$ cat src/rtl/dmem_arb_pkg.sv
// rtl/dmem_arb_pkg.sv - shared types and defaults for the data-memory port arbiter
package dmem_arb_pkg;

  typedef enum logic [1:0] {
    IDLE     = 2'd0,
    CPU_BUSY = 2'd1,
    DBG_BUSY = 2'd2
  } arb_state_e;

  typedef enum logic {
    OWNER_CPU = 1'b0,
    OWNER_DBG = 1'b1
  } owner_e;

  localparam int DEFAULT_STARVE_LIMIT = 8;
  localparam int DEFAULT_TIMEOUT      = 255;

  // BUSY state that serves a given owner
  function automatic arb_state_e busy_state(input owner_e owner);
    return (owner == OWNER_DBG) ? DBG_BUSY : CPU_BUSY;
  endfunction

endpackage

$ cat src/rtl/dmem_port_arbiter.sv
// rtl/dmem_port_arbiter.sv - CPU/debug arbiter and sequencer for the shared data-memory port (optional timeout: DMEM_ARB_TIMEOUT_EN)
module dmem_port_arbiter
  import dmem_arb_pkg::*;
#(
  parameter int AW           = 32,
  parameter int DW           = 32,
  parameter int STARVE_LIMIT = DEFAULT_STARVE_LIMIT,
  parameter int TIMEOUT      = DEFAULT_TIMEOUT
) (
  input  logic          clk,
  input  logic          rst,
  input  logic          cpu_req,
  input  logic          cpu_we,
  input  logic [AW-1:0] cpu_addr,
  input  logic [DW-1:0] cpu_wdata,
  output logic [DW-1:0] cpu_rdata,
  output logic          cpu_done,
  output logic          cpu_err,
  output logic          cpu_stall,
  input  logic          dbg_req,
  input  logic          dbg_we,
  input  logic [AW-1:0] dbg_addr,
  input  logic [DW-1:0] dbg_wdata,
  output logic [DW-1:0] dbg_rdata,
  output logic          dbg_done,
  output logic          dbg_err,
  output logic          mem_en,
  output logic          mem_we,
  output logic [AW-1:0] mem_addr,
  output logic [DW-1:0] mem_wdata,
  input  logic [DW-1:0] mem_rdata,
  input  logic          mem_ready,
  output logic          busy
);

  localparam int SC_W = $clog2(STARVE_LIMIT + 1);

  if (STARVE_LIMIT < 1 || TIMEOUT < 1 || TIMEOUT > 255) begin : g_bad_param
    $error("dmem_port_arbiter: STARVE_LIMIT must be >= 1 and TIMEOUT in 1..255");
  end

  arb_state_e      state_q;
  logic [SC_W-1:0] starve_cnt_q;
  logic            cpu_elig;
  logic            dbg_elig;
  logic            dbg_waiting;
  logic            starved;
  logic            cpu_grant;
  logic            dbg_grant;
  owner_e          grant_owner;
  logic            grant_we;
  logic [AW-1:0]   grant_addr;
  logic [DW-1:0]   grant_wdata;
  logic            abort;
  logic            finish;

  // A requester whose done pulse is showing this cycle has just been served
  // and must not be re-granted until its next request cycle.
  assign cpu_elig    = cpu_req & ~cpu_done;
  assign dbg_elig    = dbg_req & ~dbg_done;
  assign dbg_waiting = dbg_elig & (state_q != DBG_BUSY);
  assign starved     = starve_cnt_q >= SC_W'(STARVE_LIMIT);

  assign busy      = (state_q != IDLE);
  assign dbg_grant = ~busy & dbg_elig & (starved | ~cpu_elig);
  assign cpu_grant = ~busy & cpu_elig & ~dbg_grant;

  assign grant_owner = dbg_grant ? OWNER_DBG : OWNER_CPU;
  assign grant_we    = dbg_grant ? dbg_we    : cpu_we;
  assign grant_addr  = dbg_grant ? dbg_addr  : cpu_addr;
  assign grant_wdata = dbg_grant ? dbg_wdata : cpu_wdata;

  assign finish    = busy & (mem_ready | abort);
  assign cpu_stall = cpu_req & ~cpu_done;

`ifdef DMEM_ARB_TIMEOUT_EN
  localparam logic [7:0] TO_LAST = 8'(TIMEOUT - 1);

  logic [7:0] to_cnt_q;
  logic       cpu_err_q;
  logic       dbg_err_q;

  // mem_ready on the terminal cycle still completes normally
  assign abort = busy & ~mem_ready & (to_cnt_q == TO_LAST);

  // Wait-cycle counter: zero while idle so every access starts from 0
  always_ff @(posedge clk or negedge rst) begin
    if (!rst) begin
      to_cnt_q <= 8'd0;
    end else if (!busy) begin
      to_cnt_q <= 8'd0;
    end else if (!mem_ready) begin
      to_cnt_q <= to_cnt_q + 8'd1;
    end
  end

  // Error flags are registered alongside the done pulse they qualify
  always_ff @(posedge clk or negedge rst) begin
    if (!rst) begin
      cpu_err_q <= 1'b0;
      dbg_err_q <= 1'b0;
    end else begin
      cpu_err_q <= abort & (state_q == CPU_BUSY);
      dbg_err_q <= abort & (state_q == DBG_BUSY);
    end
  end

  assign cpu_err = cpu_err_q;
  assign dbg_err = dbg_err_q;
`else
  assign abort   = 1'b0;
  assign cpu_err = 1'b0;
  assign dbg_err = 1'b0;
`endif

  // Starvation counter: counts cycles debug waits while not being served
  always_ff @(posedge clk or negedge rst) begin
    if (!rst) begin
      starve_cnt_q <= '0;
    end else if (!dbg_waiting || dbg_grant) begin
      starve_cnt_q <= '0;
    end else if (!starved) begin
      starve_cnt_q <= starve_cnt_q + 1'b1;
    end
  end

  // Arbitration FSM: latch the winner at grant, drive the port, return data
  always_ff @(posedge clk or negedge rst) begin
    if (!rst) begin
      state_q   <= IDLE;
      mem_en    <= 1'b0;
      mem_we    <= 1'b0;
      mem_addr  <= '0;
      mem_wdata <= '0;
      cpu_done  <= 1'b0;
      dbg_done  <= 1'b0;
      cpu_rdata <= '0;
      dbg_rdata <= '0;
    end else begin
      cpu_done <= 1'b0;
      dbg_done <= 1'b0;
      unique case (state_q)
        IDLE: begin
          if (cpu_grant || dbg_grant) begin
            state_q   <= busy_state(grant_owner);
            mem_en    <= 1'b1;
            mem_we    <= grant_we;
            mem_addr  <= grant_addr;
            mem_wdata <= grant_wdata;
          end
        end
        CPU_BUSY, DBG_BUSY: begin
          if (finish) begin
            state_q <= IDLE;
            mem_en  <= 1'b0;
            if (state_q == CPU_BUSY) begin
              cpu_done <= 1'b1;
              if (abort) begin
                cpu_rdata <= '0;
              end else if (!mem_we) begin
                cpu_rdata <= mem_rdata;
              end
            end else begin
              dbg_done <= 1'b1;
              if (abort) begin
                dbg_rdata <= '0;
              end else if (!mem_we) begin
                dbg_rdata <= mem_rdata;
              end
            end
          end
        end
        default: begin
          state_q <= IDLE;
          mem_en  <= 1'b0;
        end
      endcase
    end
  end

endmodule

$ cat config.mk
export PLATFORM = sky130hd
export DESIGN_NAME = dmem_port_arbiter
export DESIGN_NICKNAME = d
export VERILOG_FILES = /design/src/rtl/dmem_arb_pkg.sv /design/src/rtl/dmem_port_arbiter.sv
export SDC_FILE = /design/constraint.sdc
export NUM_CORES = 1
export LEC_CHECK = 0
export ABC_CLOCK_PERIOD_IN_PS = 2050
export CORE_MARGIN = 2
export CORE_UTILIZATION = 40
export DETAILED_ROUTE_END_ITERATION = 10
export HOLD_SLACK_MARGIN = 0.1
export PLACE_DENSITY_LB_ADDON = 0.3
export SKIP_LAST_GASP = 1
export SYNTH_ARGS = -nofsm -noshare
export SYNTH_HDL_FRONTEND = slang
export SYNTH_SLANG_ARGS = --single-unit
$ cat constraint.sdc
create_clock -name clk -period 2.05 [get_ports clk]
set_input_delay 0.3075 -clock clk [delete_from_list [all_inputs] [get_ports clk]]
set_output_delay 0.3075 -clock clk [all_outputs]
set_load 0.02 [all_outputs]
# After elaboration in Yosys (flattened, before gate mapping)
# Cells that the tools add are included.
dict set report word_totals {
  register_bits 138
  inputBits 167
  output_inout_bits 136
  word_cells 63
}
dict set report classes {
  add_sub_neg 1
  magnitude_cmp 1
  n_eq_ne 6
  n_mux 19
  n_bitwise 16
  reduce_logical 10
}
# op count
set op_table {}
lappend op_table {{2-to-1 mux 32 bit} 2}
lappend op_table {{2-to-1 mux 1 bit} 10}
lappend op_table {{bitwise AND 1 bit} 8}
lappend op_table {{2-to-1 mux 4 bit} 2}
lappend op_table {{AND reduction 4 bit} 2}
lappend op_table {{inverter 1 bit} 7}
lappend op_table {{2-to-1 mux 2 bit} 3}
lappend op_table {{!= test 2 bit (second input constant)} 3}
lappend op_table {{adder 4 x 1 -> 4 bit (second input constant)} 1}
lappend op_table {{>= comparator 4 bit (second input constant)} 1}
lappend op_table {{one-hot mux 2 bit (2 select lines)} 1}
lappend op_table {{AND reduction 2 bit} 2}
lappend op_table {{== test 2 x 1 -> 1 bit (second input constant)} 1}
lappend op_table {{== test 2 bit (second input constant)} 1}
lappend op_table {{logical NOT 2 bit} 1}
lappend op_table {{logical OR 1 bit} 2}
lappend op_table {{!= test 2 x 1 -> 1 bit (second input constant)} 1}
lappend op_table {{one-hot mux 1 bit (2 select lines)} 1}
lappend op_table {{nonzero test 2 bit} 1}
lappend op_table {{OR reduction 2 bit} 1}
lappend op_table {{logical NOT 1 bit} 1}
lappend op_table {{bitwise OR 1 bit} 1}

# Depth between registers and ports, before layout
dict set report depth {
  word_depth 10
  mapped_depth 8
  depth_no_buf 6
}

# Worst setup path after synthesis
# OpenSTA, ideal clock, no wires.
dict set report synth_timing {
  path_type {flip-flop to flip-flop}
  start {register state_q[0]}
  end {register dbg_rdata[10]}
  setup_time_ns 0.125
  t_arrival_ns 1.701
  t_required_ns 1.925
  setup_slack_ns 0.224
  path_stages_with_launch 8
  path_buffers 1
  period_less_slack_ns 1.826
  cell_sequence {dfrtp_1 > inv_1 > ha_1 > nor2b_1 > nand2_1 > nor3_2 > buf_2 > mux2_2}
}
dict set report synth_between {
  elab_chain_cells 3
  elab_cells_between_ends 7
  classes_between {eq/ne: 2; bitwise: 2; reduce/logical: 3}
}
# element line_no
set synth_lines {}
lappend synth_lines {{start, declared} dmem_port_arbiter.sv:42} ;# arb_state_e state_q;
lappend synth_lines {{start signal, assigned} dmem_port_arbiter.sv:145} ;# state_q <= busy_state(grant_owner);
lappend synth_lines {{== test 2 x 1 -> 1 bit, or another cell as far along} {dmem_port_arbiter.sv:142, dmem_port_arbiter.sv:156}}
lappend synth_lines {{OR reduction 2 bit, or another cell as far along} dmem_port_arbiter.sv:142} ;# unique case (state_q)
lappend synth_lines {{AND reduction 4 bit (no source line) (*)} -}
lappend synth_lines {{end signal, assigned} dmem_port_arbiter.sv:168} ;# dbg_rdata <= mem_rdata;
lappend synth_lines {{end, declared} dmem_port_arbiter.sv:24} ;# output logic [DW-1:0] dbg_rdata,
# Mark *: on every way between the ends. The rest lies on a longest branch, timed or not.
# A chain may end at the register's enable or synchronous reset.

# Worst setup path after layout
dict set report layout_timing {
  start {register state_q[1]}
  end {output port busy}
}
dict set report layout_between {
  elab_chain_cells 1
}
# element line_no
set layout_lines {}
lappend layout_lines {{nonzero test 2 bit} dmem_port_arbiter.sv:64} ;# assign busy = (state_q != IDLE);
lappend layout_lines {{end, declared} dmem_port_arbiter.sv:33} ;# output logic busy
# Every way passes these cells.

==> results by group <==
Outcome
  – Outcome: completed

Timing
  – Final period utilization: 93.4%
  – Worst-margin pin slew: 0.560 ns
  – Fin crit period: approximately 1.9 ns
  – Fin Clk Skew: 0.00833 ns
  – RSZ-0062 raised after global routing: false
  – Setup Total Neg Slack: 0 ns
  – Hold Slack: 0.450 ns
  – Slew headroom: 62.7%
  – Number of failing hold endpoints at the final stage: 0
  – Fmax: 522 MHz
  – Fin. max-slew vios: 0
  – Setup violations, final: 0
  – Final worst slack: 0.134 ns

Global routing
  – Largest net degree at the start of global routing: 60
  – Vias in the first global route: 5507
  – Gr usage total: between 20% and 30%
  – First-pass GRT wire length: 27800 um
  – Antenna violations before repair: 0
  – Grt ovf: 0

Logic synthesis
  – Post-synthesis compound-gate area fraction: 7.72%
  – Area leader, netlist: dfrtp_1
  – Cell area after synthesis: 5860 um2
  – Adder-cell share of the synthesized area: 1.28%
  – Synth warn: 0
  – Top cell type's share of synthesized area: roughly three fifths
  – Top FF cell, synth: dfrtp_1
  – Mux contribution to synthesized area: between 10% and 20%
  – Largest family of logic cells by synthesized area: simple AND/OR/NAND/NOR gates
  – Post-synthesis cell count: 544
  – Post-synth EDFFs: 0
  – Simple-gate share of the synthesized area: ~15%
  – Post-Synth XOR/XNOR Area: 0.299%
  – Asr flop ratio synth: 100%
  – Post-synthesis cell type count: 29
  – Largest cells by area after synthesis: dfrtp_1, mux2_2, nand2_1
  – Post-synthesis register bit count: 138
  – Seq/Total Area, Yosys: around three fifths
  – Syn_area_per_cell: around 11 um2

Critical path
  – Worst r2r src: state_q[0]$_DFFE_PN0P_
  – CP Class: flip-flop to output port
  – Worst path cell trace: inv_1 -> ha_2 -> inv_1 -> dlygate4sd2_1
  – Max incr delay on CP: 0.38 ns
  – Cell mode on critical path: inv_1
  – Crit path required time: approximately 1.7 ns
  – CP Launch Point: state_q[1]$_DFFE_PN0P_
  – Crit path max-delay cell type: dfrtp_1
  – Crit path max fanout: 5
  – Worst path bufs/invs: 3
  – Cell family with most CP delay: buffers and inverters
  – Startpoint Class: flip-flop
  – CP Data Arrival Time: about 1.6 ns
  – CP endpoint kind: output port

Cells and area
  – Layout fillers: 1076
  – Layout cells sized above 1: 14.1%
  – Most common cell after layout, fill and taps aside: clkdlybuf4s50_1
  – Area Overhead vs Synth: 66.8%
  – Diode count: 0
  – Most frequent cells in the layout: clkdlybuf4s50_1, dfrtp_1, nand2_1
  – Final #Nets: 1019

Job
  – Max cap viols: 0

Drt
  – Initial drt markers: approximately 250
  – Drt drc: 0
  – Routed wire length: 17100 um
  – Vias/cell: 4.98
  – Post-DRT Antenna Nets: 0
  – Avg WL per Cell: 16.4 um
  – Total number of vias: 5181
  – Drt pass-1 iters: 4

Pwr
  – Worst VDD drop: 0.686 mV
  – Power density cells: 1620 nW/um2
  – P_leak: 4.17 nW
  – Design Power: 15.8 mW

Clocking
  – Clock Tree Buf Depth: 2
  – Root Buffer: clkbuf_16
  – CTS tree: done
  – H-tree depth: 4
  – Inserted Clock Buffers: 17
  – Worst skew pair latency: 0.42 ns
  – Post-CTS setup buffers: 0
  – Clock Sinks: 138
  – CTS clk-pin slew, worst paths: ~0.060 ns

Hold path
  – Min-delay src: cpu_addr[16]
  – Min-delay worst type: input pin to flip-flop

Die
  – Rows: 44
  – Placeable Area: about 14000 um2
  – IO Count: 303
  – Die height: 125 um
  – Die footprint: 15600 um2
  – Die width: 125 um
  – Starting Density: 40.7%

Placed design
  – Pre-CTS setup slack: 0.0224 ns
  – GPL Wtd Cong: 0.863
  – Port buffer count: 300
  – Hpwl dp: 12900 um
[worst min-delay path: cells and delay by family]
| kind | cells | cell delay [ns] |
|---|---|---|
| buffers and inverters | 1 | 0.40 |
| AOI/OAI and AO/OA | 1 | 0.07 |
| and+or+nand+nor | 1 | 0.05 |
[per-layer routing]
metal | vias to the layer above | track usage, % | routed length [um]
li1 | 2432 | - | -
met1 | 2456 | 24.7 | 6590
met2 | 248 | 38.8 | 8470
met3 | 45 | 7.40 | 1390
met4 | 0 | 10.7 | 663
met5 | - | 0 | 0
[path summary, 6_finish.rpt]
kind / slack, ns / end / cells after the start
max: 0.13 / busy / 4
min: 0.45 / mem_addr[16]$_DFFE_PN0P_ / 3
max reg2reg: 0.19 / dbg_rdata[18]$_DFFE_PN0P_ / 7
min reg2reg: 0.49 / dbg_rdata[30]$_DFFE_PN0P_ / 1
max in group asynchronous: 1.01 / mem_wdata[0]$_DFFE_PN0P_ / 3
min in group asynchronous: 0.46 / cpu_rdata[19]$_DFFE_PN0P_ / 2
[report_power, final]
part	leakage [nW]	switching (mW)	internal, mW	total (mW)
sequential	1.64	0.773	4.10	4.87
clock	0.285	1.14	1.88	3.02
combinational	2.25	4.00	3.94	7.94
[cell type report]
| type | instances | area (um2) | area share (%) |
|---|---|---|---|
| Tap cell | 184 | 230 | 2.35 |
| Clock inverter | 10 | 116 | 1.19 |
| Timing Repair Buffer | 320 | 3300 | 33.7 |
| Inverter | 7 | 26.3 | 0.269 |
| Sequential cell | 138 | 3450 | 35.3 |
| Clock buffer | 20 | 467 | 4.77 |
| Multi-Input combinational cell | 362 | 2190 | 22.4 |
[Yosys cell counts (5+ instances only)]
cell type and instances:
ha_1 6, buf_4 5, mux2_2 61, clkbuf_1 11, buf_2 18, a31oi_1 66
nand2_1 132, nor2_1 66, inv_1 7, dfrtp_1 138
[cells by family (layout without fill, tap and decap cells)]
group,Yosys count,in the layout
and+or+nand+nor,214,214
muxes,66,66
other,1,2
DFF,138,138
buffers and inverters,45,357
adders and majority gates,6,6
xor gates and xnor gates,2,2
AOI/OAI and AO/OA,72,72
[stage by stage]
step,instances,area [um2],utilization [%]
after floorplan,545,5870,-
after global placement,1010,9180,63.7
after detailed placement,1010,9180,63.7
after CTS,1041,9780,67.8
after global routing,1041,9780,67.8
final,1041,9780,67.8
[flip-flops by register name, indices dropped and copies added (netlist names)]
signal,flops
cpu_rdata,32
dbg_rdata,32
mem_addr,32
mem_wdata,32
starve_cnt_q,4
state_q,2
cpu_done,1
dbg_done,1
mem_en,1
mem_we,1
[timing repair]
action / CTS / global route
hold buffers: 1 / 0
cloned: 0 / 0
endpoints found under the setup margin: 1 / 35
resized for setup: 1 / 3
endpoints found under the hold margin: 56 / 0
Note: power is estimated with default switching activity, not from simulation.
